--- config.mk ---
export PLATFORM = sky130hd
export DESIGN_NAME = vector_serializer_floating_point32
export DESIGN_NICKNAME = d
export VERILOG_FILES = /design/src/rtl/dqn_fp32_pkg.sv /design/src/rtl/vector_serializer_floating_point32.sv
export SDC_FILE = /design/constraint.sdc
export NUM_CORES = 1
export LEC_CHECK = 0
export CAP_MARGIN = 20
export CORE_MARGIN = 3
export CORE_UTILIZATION = 55
export CTS_CLUSTER_SIZE = 14
export DETAILED_ROUTE_END_ITERATION = 6
export DONT_BUFFER_PORTS = 1
export PLACE_DENSITY = 0.81
export SKIP_CTS_REPAIR_TIMING = 1
export SLEW_MARGIN = 0
export SYNTH_ARGS = -nofsm -noshare
export SYNTH_HDL_FRONTEND = slang
export SYNTH_SLANG_ARGS = --single-unit
--- constraint.sdc ---
create_clock -name clk -period 17.8 [get_ports clk]
set_input_delay 4.45 -clock clk [delete_from_list [all_inputs] [get_ports clk]]
set_output_delay 4.45 -clock clk [all_outputs]
set_load 0.005 [all_outputs]
--- src/rtl/dqn_fp32_pkg.sv ---
// Shared fp32 datapath definitions: word width and the serializer state encoding.
package dqn_fp32_pkg;

  localparam int FP32_WIDTH = 32;

  typedef enum logic {
    ST_IDLE = 1'b0,
    ST_SEND = 1'b1
  } ser_state_e;

endpackage

--- src/rtl/vector_serializer_floating_point32.sv ---
// Serializes a packed vector of fp32 words into a word stream, with one pending
// vector slot so that back-to-back vectors stream at one word per clock.
//
// state   | meaning
// --------+------------------------------------------------------------
// IDLE    | ACTIVE slot empty; o_valid low, o_data holds its last value
// SEND    | ACTIVE slot holds a vector; word idx is presented on o_data
module vector_serializer_floating_point32
  import dqn_fp32_pkg::*;
#(
  parameter int DATA_WIDTH = FP32_WIDTH,
  parameter int NUM_WORDS  = 3
) (
  input  logic                            clk,
  input  logic                            rst,
  input  logic                            i_valid,
  input  logic [NUM_WORDS*DATA_WIDTH-1:0] i_data,
  output logic                            o_ready,
  output logic                            o_valid,
  output logic [DATA_WIDTH-1:0]           o_data,
  output logic                            o_last,
  input  logic                            i_ready
);

  localparam int            IW       = $clog2(NUM_WORDS);
  localparam int            VW       = NUM_WORDS * DATA_WIDTH;
  localparam logic [IW-1:0] LAST_IDX = IW'(NUM_WORDS - 1);

  ser_state_e state, state_nxt;

  logic [VW-1:0]         active_q;
  logic [VW-1:0]         pend_q;
  logic                  pend_full;
  logic [IW-1:0]         idx;
  logic [IW-1:0]         idx_nxt;
  logic [DATA_WIDTH-1:0] data_q;
  logic [DATA_WIDTH-1:0] word_nxt;

  logic accept, xfer, at_last;
  logic load_in_active, load_pend_active, load_pend, advance;

  assign o_ready = !pend_full;
  assign o_valid = (state == ST_SEND);
  assign o_last  = o_valid && at_last;
  assign o_data  = data_q;

  assign accept  = i_valid && o_ready;
  assign xfer    = o_valid && i_ready;
  assign at_last = (idx == LAST_IDX);
  assign idx_nxt = idx + IW'(1);

  // o_data is registered so it can hold its last value through IDLE
  always_comb begin
    word_nxt = '0;
    for (int k = 0; k < NUM_WORDS; k++) begin
      if (idx_nxt == IW'(k)) word_nxt = active_q[k*DATA_WIDTH +: DATA_WIDTH];
    end
  end

  always_comb begin
    state_nxt        = state;
    load_in_active   = 1'b0;
    load_pend_active = 1'b0;
    load_pend        = 1'b0;
    advance          = 1'b0;
    case (state)
      ST_IDLE: begin
        if (accept) begin
          load_in_active = 1'b1;
          state_nxt      = ST_SEND;
        end
      end
      ST_SEND: begin
        if (xfer && !at_last) advance = 1'b1;
        if (xfer && at_last) begin
          if (pend_full)   load_pend_active = 1'b1;
          else if (accept) load_in_active   = 1'b1;
          else             state_nxt        = ST_IDLE;
        end
        // accept only happens with PENDING empty, so it never collides with a PENDING move
        if (accept && !load_in_active) load_pend = 1'b1;
      end
      default: state_nxt = ST_IDLE;
    endcase
  end

  always_ff @(posedge clk or posedge rst) begin
    if (rst) state <= ST_IDLE;
    else     state <= state_nxt;
  end

  always_ff @(posedge clk or posedge rst) begin
    if (rst) begin
      active_q  <= '0;
      pend_q    <= '0;
      pend_full <= 1'b0;
      idx       <= '0;
      data_q    <= '0;
    end else begin
      if (load_in_active) begin
        active_q <= i_data;
        idx      <= '0;
        data_q   <= i_data[DATA_WIDTH-1:0];
      end else if (load_pend_active) begin
        active_q  <= pend_q;
        idx       <= '0;
        data_q    <= pend_q[DATA_WIDTH-1:0];
        pend_full <= 1'b0;
      end else if (advance) begin
        idx    <= idx_nxt;
        data_q <= word_nxt;
      end
      if (load_pend) begin
        pend_q    <= i_data;
        pend_full <= 1'b1;
      end
    end
  end

endmodule

==> results of run 1 <==
## worst min-delay path by stage
stage | from | end
2_1_floorplan | active_q[30]$_DFFE_PP0P_ | active_q[30]$_DFFE_PP0P_
3_3_place_gp | active_q[26]$_DFFE_PP0P_ | active_q[26]$_DFFE_PP0P_
3_5_place_dp | active_q[20]$_DFFE_PP0P_ | active_q[20]$_DFFE_PP0P_
4_1_cts | active_q[20]$_DFFE_PP0P_ | active_q[20]$_DFFE_PP0P_
5_1_grt | active_q[13]$_DFFE_PP0P_ | active_q[13]$_DFFE_PP0P_
6_report | active_q[13]$_DFFE_PP0P_ | active_q[13]$_DFFE_PP0P_
## registers in the layout, indices dropped and copies added (netlist names)
name,cells
active_q,96
pend_q,96
o_data,32
idx,2
o_valid,1
pend_full,1
## area by class of cell
| cell class | count | area, µm² |
|---|---|---|
| inverter | 70 | 270 |
| multi-input combinational | 444 | 3450 |
| tap | 225 | 282 |
| clock buffer | 38 | 714 |
| sequential | 228 | 5710 |
| fill | 1316 | 6800 |
| clock inverter | 5 | 52.6 |
| timing repair buffer | 9 | 80.1 |
## routing by layer
metal,wire length [µm],part of all wire [%]
met2,10600,49
met3,2130,9.8
met4,306,1.4
met1,8760,40
met5,0,0
## per-stage QoR
stage	setup WS [ps]	hold slack [ps]
after floorplan	7100	447
after global placement	10800	459
after detailed placement	10740	465
after CTS	11260	479
after global routing	11530	492
final	11660	477
## synth_stat cells (all sizes together)
cell type / number / share of area, %
and2: 1 / 0.064
a221o: 32 / 3.3
a221oi: 1 / 0.27
a222oi: 64 / 6.5
a31oi: 33 / 2.1
nand2b: 33 / 2.2
buf: 44 / 3.2
dfrtp: 228 / 58
o21ai: 2 / 0.10
a21oi: 2 / 0.10
xnor2: 1 / 0.090
a21boi: 1 / 0.12
nand2: 69 / 2.6
a22oi: 32 / 2.5
inv: 70 / 2.7
nor2: 37 / 1.4
nand3: 32 / 1.6
clkbuf: 23 / 0.88
ha: 4 / 0.51
nor2b: 3 / 0.19
mux2: 96 / 11
a211o: 1 / 0.090
## where the power goes
group	internal, W	total [W]	switching [W]
registers	0.000767	0.000917	0.000149
clock network	0.000289	0.000483	0.000194
logic	0.000296	0.000620	0.000324
## logic make-up (layout without fill, tap and decap cells)
group | after synthesis | in the layout | share of synthesized area [%]
DFF | 228 | 228 | 58.3
and+or+nand+nor | 175 | 175 | 8.15
AOI/OAI and AO/OA | 168 | 168 | 15.1
buffers and inverters | 137 | 122 | 6.79
muxes | 96 | 96 | 11.1
adders and majority gates | 4 | 4 | 0.512
xor gates and xnor gates | 1 | 1 | 0.0896
## worst register-to-register path, stage by stage, from the launching register on
cell and delay (ps):
dfrtp_1 420, inv_1 100, ha_1 350, nand2_1 150
nor2_4 760, buf_4 760, a22oi_1 310, a31oi_1 210
==> results.sh, run 1 <==
export IMPL_status="finished clean"
export IMPL_clk_latency_ps=500
export IMPL_synth_nets=913
export IMPL_end_kind="register"
export IMPL_cp_top_family="simple AND/OR/NAND/NOR gates"
export IMPL_port_buffer_count=0
export IMPL_hold_class="reg2reg"
export IMPL_post_layout_total_power_w=0.00202
export IMPL_cts_root_buffer="clkbuf_16"
export IMPL_antenna_cells=0
export IMPL_worst_clock_skew_ps=10.2
export IMPL_final_core_util_pct=60.8
export IMPL_cts_made_buffers=24
export IMPL_grt_pass1_vias=6556
export IMPL_dieArea_um2=19400
export IMPL_path_cells="nand2_1, nor2_4, buf_4, a22oi_1, a31oi_1"
export IMPL_cp_num_cells=5
export IMPL_whs_path_depth=2
export IMPL_setup_viol=0
export IMPL_cap_violations=0
export IMPL_r2r_end="o_data[11]$_DFFE_PP0P_"
export IMPL_vdd_ir_drop_max_v=0.0000931
export IMPL_tightest_slew_ps=1060
export IMPL_yosys_warnings=0
export IMPL_critPathKind="in2reg"
export IMPL_rr_worst_depth=7
export IMPL_area_growth_pct=7.96
export IMPL_grt_usage_pct=22.0
export IMPL_placedCellCount=975
export IMPL_cts_tree="done"
export IMPL_htree_num_levels=1
export IMPL_cp_start_kind="input pin"
export IMPL_syn_area_per_cell_um2=12.1
export IMPL_crit_end="o_data[11]$_DFFE_PP0P_"
export IMPL_vias=6476
export IMPL_grt_max_degree=89
export IMPL_cp_slowest_cell="buf_4"
export IMPL_fin_nets=881
export IMPL_power_density_nw_per_um2=191
export IMPL_cts_buffer_depth=3
export IMPL_path_buf_inv=1
export IMPL_startpoint="i_ready"
export IMPL_synthesis_area_um2=9780
export IMPL_grt_util_met2_pct=36.4
export IMPL_place_hpwl_mm=12.8
export IMPL_finalHoldViolations=0
export IMPL_wl_mm=21.8
export IMPL_drt_iter0_drc=602
export IMPL_stdcell_area_um2=10600
export IMPL_instances_no_fill=1019
export IMPL_rows=48
export IMPL_io_pins=135
export IMPL_ys_seq_area_share_pct=58.3
export IMPL_final_common_cell="dfrtp_1"
export IMPL_initial_utilization_pct=56.4
export IMPL_met3_usage_pct=6.63
export IMPL_finalCritPeriodShare_pct=34.5
export IMPL_top_usage_layer="met2"
export IMPL_slew_violations=0
export IMPL_synth_cell_types=26
export IMPL_required_ps=18220
export IMPL_rsz0062_at_grt="no"
export IMPL_r2r_setup_slack_ps=14660
export IMPL_routabilityCongestion=0.741
export IMPL_p_leak_nw=5.10
export IMPL_die_y_um=139
export IMPL_detail_route_first_pass_iterations=7
export IMPL_via_per_inst=6.36
export IMPL_layout_common_cells="dfrtp_1 (228), mux2_2 (80), nand2_1 (69), inv_1 (69), a222oi_1 (64)"
export IMPL_fmax_mhz=163
export IMPL_grt_pass1_wl_mm=35.4
export IMPL_drive_above_1_share_pct=16.9
export IMPL_ys_ff_latch=228
export IMPL_drc_errors=0
export IMPL_antenna_found_initial=0
export IMPL_fin_crit_ps=6140
export IMPL_synthCells=809
export IMPL_tns_ps=0
export IMPL_reg2reg_from="idx[0]$_DFFE_PP0P_"
export IMPL_wl_per_cell_um=21.4
export IMPL_cp_arrival_ps=6560
export IMPL_die_width_um=139
export IMPL_path_max_fanout=62
export IMPL_ant_nets=0
export IMPL_clk_pin_slew_ps=60
export IMPL_core_area_um2=17400
export IMPL_overflow=0
export IMPL_cpPeakStageDelay_ps=750
export IMPL_place_area_um2=9770
export IMPL_grt_use_met1_pct=29.1
export IMPL_slew_headroom_pct=29.2
export IMPL_cts_num_sinks=228
(Power assumes the default switching activity.)
==> inputs of run 2 (changes only) <==
clock period = 5.7 ns   (was 17.8 ns; I/O delays follow)
==> results.sh, run 2 (synthesis gave the netlist of run 1 again) <==
export IMPL_cpPeakStageDelay_ps=440
export IMPL_path_max_fanout=8
export IMPL_fmax_mhz=328
export IMPL_whs_path_depth=2
export IMPL_antenna_found_initial=0
export IMPL_via_per_inst=6.33
export IMPL_wl_per_cell_um=21.3
export IMPL_drt_iter0_drc=724
export IMPL_cts_tree="done"
export IMPL_end_kind="output port"
export IMPL_ff_latch_area_um2=5710
export IMPL_grt_pass1_vias=6609
export IMPL_drc_errors=0
export IMPL_hold_class="reg2reg"
export IMPL_finalHoldViolations=0
export IMPL_worst_clock_skew_ps=7.58
export IMPL_cts_root_buffer="clkbuf_16"
export IMPL_io_pins=135
export IMPL_grt_pass1_wl_mm=35.3
export IMPL_tns_ps=0
export IMPL_reg2reg_from="idx[0]$_DFFE_PP0P_"
export IMPL_rows=48
export IMPL_multi_input_area_um2=3450
export IMPL_cts_num_sinks=228
export IMPL_die_y_um=139
export IMPL_cp_start_kind="register"
export IMPL_cts_made_buffers=24
export IMPL_vdd_ir_drop_max_v=0.000372
export IMPL_tightest_slew_ps=1070
export IMPL_fillers=1338
export IMPL_die_width_um=139
export IMPL_cap_violations=0
export IMPL_clk_pin_slew_ps=60
export IMPL_rr_worst_depth=6
export IMPL_r2r_end="pend_q[40]$_DFFE_PP0P_"
export IMPL_core_area_um2=17400
export IMPL_grt_usage_pct=22.1
export IMPL_area_growth_pct=9.43
export IMPL_layout_common_cells="dfrtp_1 (228), mux2_2 (80), nand2_1 (69), inv_1 (69), a222oi_1 (64)"
export IMPL_fin_crit_ps=3050
export IMPL_wl_mm=21.8
export IMPL_port_buffer_count=0
export IMPL_p_leak_nw=5.15
export IMPL_path_cells="inv_1, ha_1, and2_1"
export IMPL_clk_latency_ps=500
export IMPL_initial_utilization_pct=56.4
export IMPL_slew_violations=0
export IMPL_cts_buffer_depth=3
export IMPL_cp_arrival_ps=1620
export IMPL_final_common_cell="dfrtp_1"
export IMPL_whs_endpoint="active_q[7]$_DFFE_PP0P_"
export IMPL_grt_max_degree=132
export IMPL_vias=6458
export IMPL_slew_headroom_pct=28.8
export IMPL_cp_slowest_cell="dfrtp_1"
export IMPL_r2r_setup_slack_ps=2910
export IMPL_rsz0062_at_grt="no"
export IMPL_stdcell_area_um2=10700
export IMPL_finalCritPeriodShare_pct=53.5
export IMPL_min_delay_start="active_q[7]$_DFFE_PP0P_"
export IMPL_status="finished clean"
export IMPL_place_hpwl_mm=12.8
export IMPL_htree_num_levels=1
export IMPL_overflow=0
export IMPL_routabilityCongestion=0.750
export IMPL_fin_nets=884
export IMPL_ant_nets=0
export IMPL_place_area_um2=9830
export IMPL_antenna_cells=0
export IMPL_drive_above_1_share_pct=17.7
export IMPL_required_ps=4280
export IMPL_power_density_nw_per_um2=601
export IMPL_critPathKind="reg2out"
export IMPL_detail_route_first_pass_iterations=7
export IMPL_setup_viol=0
export IMPL_dieArea_um2=19400
## run 2: worst max path at each step
stage                       startpoint                      end  cells past startpoint
finish              idx[0]$_DFFE_PP0P_                   o_last                      3
detailed placement             i_valid    o_data[9]$_DFFE_PP0P_                      5
global placement               i_ready   pend_q[13]$_DFFE_PP0P_                      4
global route        idx[0]$_DFFE_PP0P_                   o_last                      3
floorplan                          rst  active_q[0]$_DFFE_PP0P_                      1
CTS                 idx[0]$_DFFE_PP0P_                   o_last                      3
## run 2: through the flow
step                std cells  hold slack [ps]  power [W]  setup WS, ps  utilization (%)
floorplan                 809              447    0.00440          1300                -
global placement          977              460    0.00472          2450             56.7
detailed placement        977              464    0.00484          2370             56.7
CTS                      1019              479    0.00648          2640             61.4
global route             1021              493    0.00686          2560             61.7
finish                   1021              479    0.00644          2650             61.7
## run 2: final cells by class
class,count,share of cell area (%)
clock inverters,8,1.12
multi-input cells,444,32.3
repair buffers,12,1.54
clock buffers,34,6.63
inverters,70,2.49
well taps,225,2.63
flip-flops and latches,228,53.3
## run 2: power breakdown
part | internal (W) | total, W | switching (W)
Combinational | 0.000942 | 0.00197 | 0.00103
Clock | 0.000998 | 0.00161 | 0.000609
Sequential | 0.00240 | 0.00286 | 0.000465
Total | 0.00434 | 0.00644 | 0.00210
## run 2: per-layer routing
metal | vias up | part of all wire, % | wire length (µm) | track usage, %
met4 | 0 | 1.4 | 313 | 4.84
li1 | 2907 | - | - | -
met5 | - | 0 | 0 | 0
met3 | 29 | 11 | 2410 | 8.04
met1 | 3281 | 39 | 8550 | 28.3
met2 | 241 | 48 | 10500 | 36.5
## run 2: worst max-delay path, delay by kind of cell, from the launching register on
kind                     cells  cell delay [ps]
adder cells (fa/ha/maj)      1              370
flip-flops                   1              440
AND/OR/NAND/NOR              1              200
buffers and inverters        1              120
==> inputs of run 3 (changes only) <==
clock period = 2.81 ns   (was 5.7 ns; I/O delays follow)
==> results.sh, run 3 (synthesis gave the netlist of run 1 again) <==
export IMPL_vias=6507
export IMPL_fmax_mhz=433
export IMPL_die_width_um=139
export IMPL_critPathKind="reg2out"
export IMPL_cp_top_family="flip-flops"
export IMPL_r2r_end="active_q[60]$_DFFE_PP0P_"
export IMPL_io_pins=135
export IMPL_tightest_slew_ps=976
export IMPL_violations="DRC"
export IMPL_cts_root_buffer="clkbuf_16"
export IMPL_r2r_setup_slack_ps=530
export IMPL_antenna_found_initial=0
export IMPL_slew_headroom_pct=34.8
export IMPL_fin_nets=890
export IMPL_dieArea_um2=19400
export IMPL_cts_buffer_depth=3
export IMPL_layout_common_cells="dfrtp_1 (228), mux2_2 (80), nand2_1 (69), inv_1 (69), a222oi_1 (64)"
export IMPL_end_kind="output port"
export IMPL_slew_violations=0
export IMPL_drive_above_1_share_pct=18.0
export IMPL_path_max_fanout=8
export IMPL_post_layout_total_power_w=0.0129
export IMPL_cp_start_kind="register"
export IMPL_die_y_um=139
export IMPL_core_area_um2=17400
export IMPL_cts_tree="done"
export IMPL_dp_slack_ps=538
export IMPL_port_buffer_count=0
export IMPL_vdd_ir_drop_max_v=0.000708
export IMPL_cp_slowest_cell="dfrtp_1"
export IMPL_fin_crit_ps=2310
export IMPL_place_hpwl_mm=13.0
export IMPL_finalHoldViolations=0
export IMPL_tns_ps=0
export IMPL_detail_route_first_pass_iterations=7
export IMPL_wl_mm=21.4
export IMPL_final_common_cell="dfrtp_1"
export IMPL_path_buf_inv=1
export IMPL_cap_violations=0
export IMPL_path_cells="inv_1, ha_1, and2_1"
export IMPL_htree_num_levels=1
export IMPL_grt_pass1_wl_mm=35.1
export IMPL_grt_usage_pct=21.9
export IMPL_reg2reg_from="idx[0]$_DFFE_PP0P_"
export IMPL_cp_arrival_ps=1610
export IMPL_clk_latency_ps=510
export IMPL_rr_worst_depth=7
export IMPL_setup_viol=0
export IMPL_worst_clock_skew_ps=10.6
export IMPL_cpPeakStageDelay_ps=430
export IMPL_drt_iter0_drc=618
export IMPL_required_ps=2110
export IMPL_wl_per_cell_um=20.9
export IMPL_worst_slack_ps=502
export IMPL_clk_pin_slew_ps=60
export IMPL_grt_max_degree=127
export IMPL_area_growth_pct=9.31
export IMPL_p_leak_nw=5.16
export IMPL_power_density_nw_per_um2=1200
export IMPL_cts_num_sinks=228
export IMPL_rows=48
export IMPL_drc_errors=6
export IMPL_ant_nets=0
export IMPL_hold_class="in2async"
export IMPL_cts_made_buffers=24
export IMPL_antenna_cells=0
export IMPL_status="complete, but fails checks"
export IMPL_routabilityCongestion=0.765
export IMPL_finalCritPeriodShare_pct=82.1
export IMPL_rsz0062_at_grt="no"
export IMPL_via_per_inst=6.34
export IMPL_overflow=0
export IMPL_initial_utilization_pct=56.4
export IMPL_grt_pass1_vias=6607
[run 3: routing by layer]
| layer | routed length [µm] | GRT usage [%] |
|---|---|---|
| met3 | 2000 | 7.35 |
| met4 | 362 | 4.43 |
| met5 | 0 | 0 |
| met2 | 10300 | 36.0 |
| met1 | 8730 | 28.7 |
[run 3: area by class of cell]
class                           instances  area (µm²)
Clock buffer                           37         721
Clock inverter                          5        52.6
Fill cell                            1341        6670
Inverter                               70         267
Multi-Input combinational cell        444        3450
Sequential cell                       228        5710
Tap cell                              225         282
Timing Repair Buffer                   18         210
[run 3: worst max-delay path by stage]
| stage | slack, ps | cells past startpoint | start | endpoint |
|---|---|---|---|---|
| global route | 320 | 7 | idx[0]$_DFFE_PP0P_ | active_q[92]$_DFFE_PP0P_ |
| CTS | 480 | 3 | idx[0]$_DFFE_PP0P_ | o_last |
| floorplan | -870 | 1 | rst | active_q[0]$_DFFE_PP0P_ |
| global placement | 620 | 7 | idx[0]$_DFFE_PP0P_ | active_q[69]$_DFFE_PP0P_ |
| finish | 500 | 3 | idx[0]$_DFFE_PP0P_ | o_last |
| detailed placement | 540 | 7 | idx[0]$_DFFE_PP0P_ | active_q[60]$_DFFE_PP0P_ |
[run 3: metrics by stage]
stage               std cells  instance area, µm²  utilization, %  hold WS [ps]
floorplan                 809                9780               -           447
global placement          985                9920            57.1           461
detailed placement        985                9920            57.1           465
CTS                      1027               10700            61.6           228
global route             1027               10700            61.6           251
finish                   1027               10700            61.6           213
[run 3: power breakdown]
group	internal (W)	switching [W]
sequential	0.00486	0.000917
clock	0.00185	0.00123
combinational	0.00195	0.00206
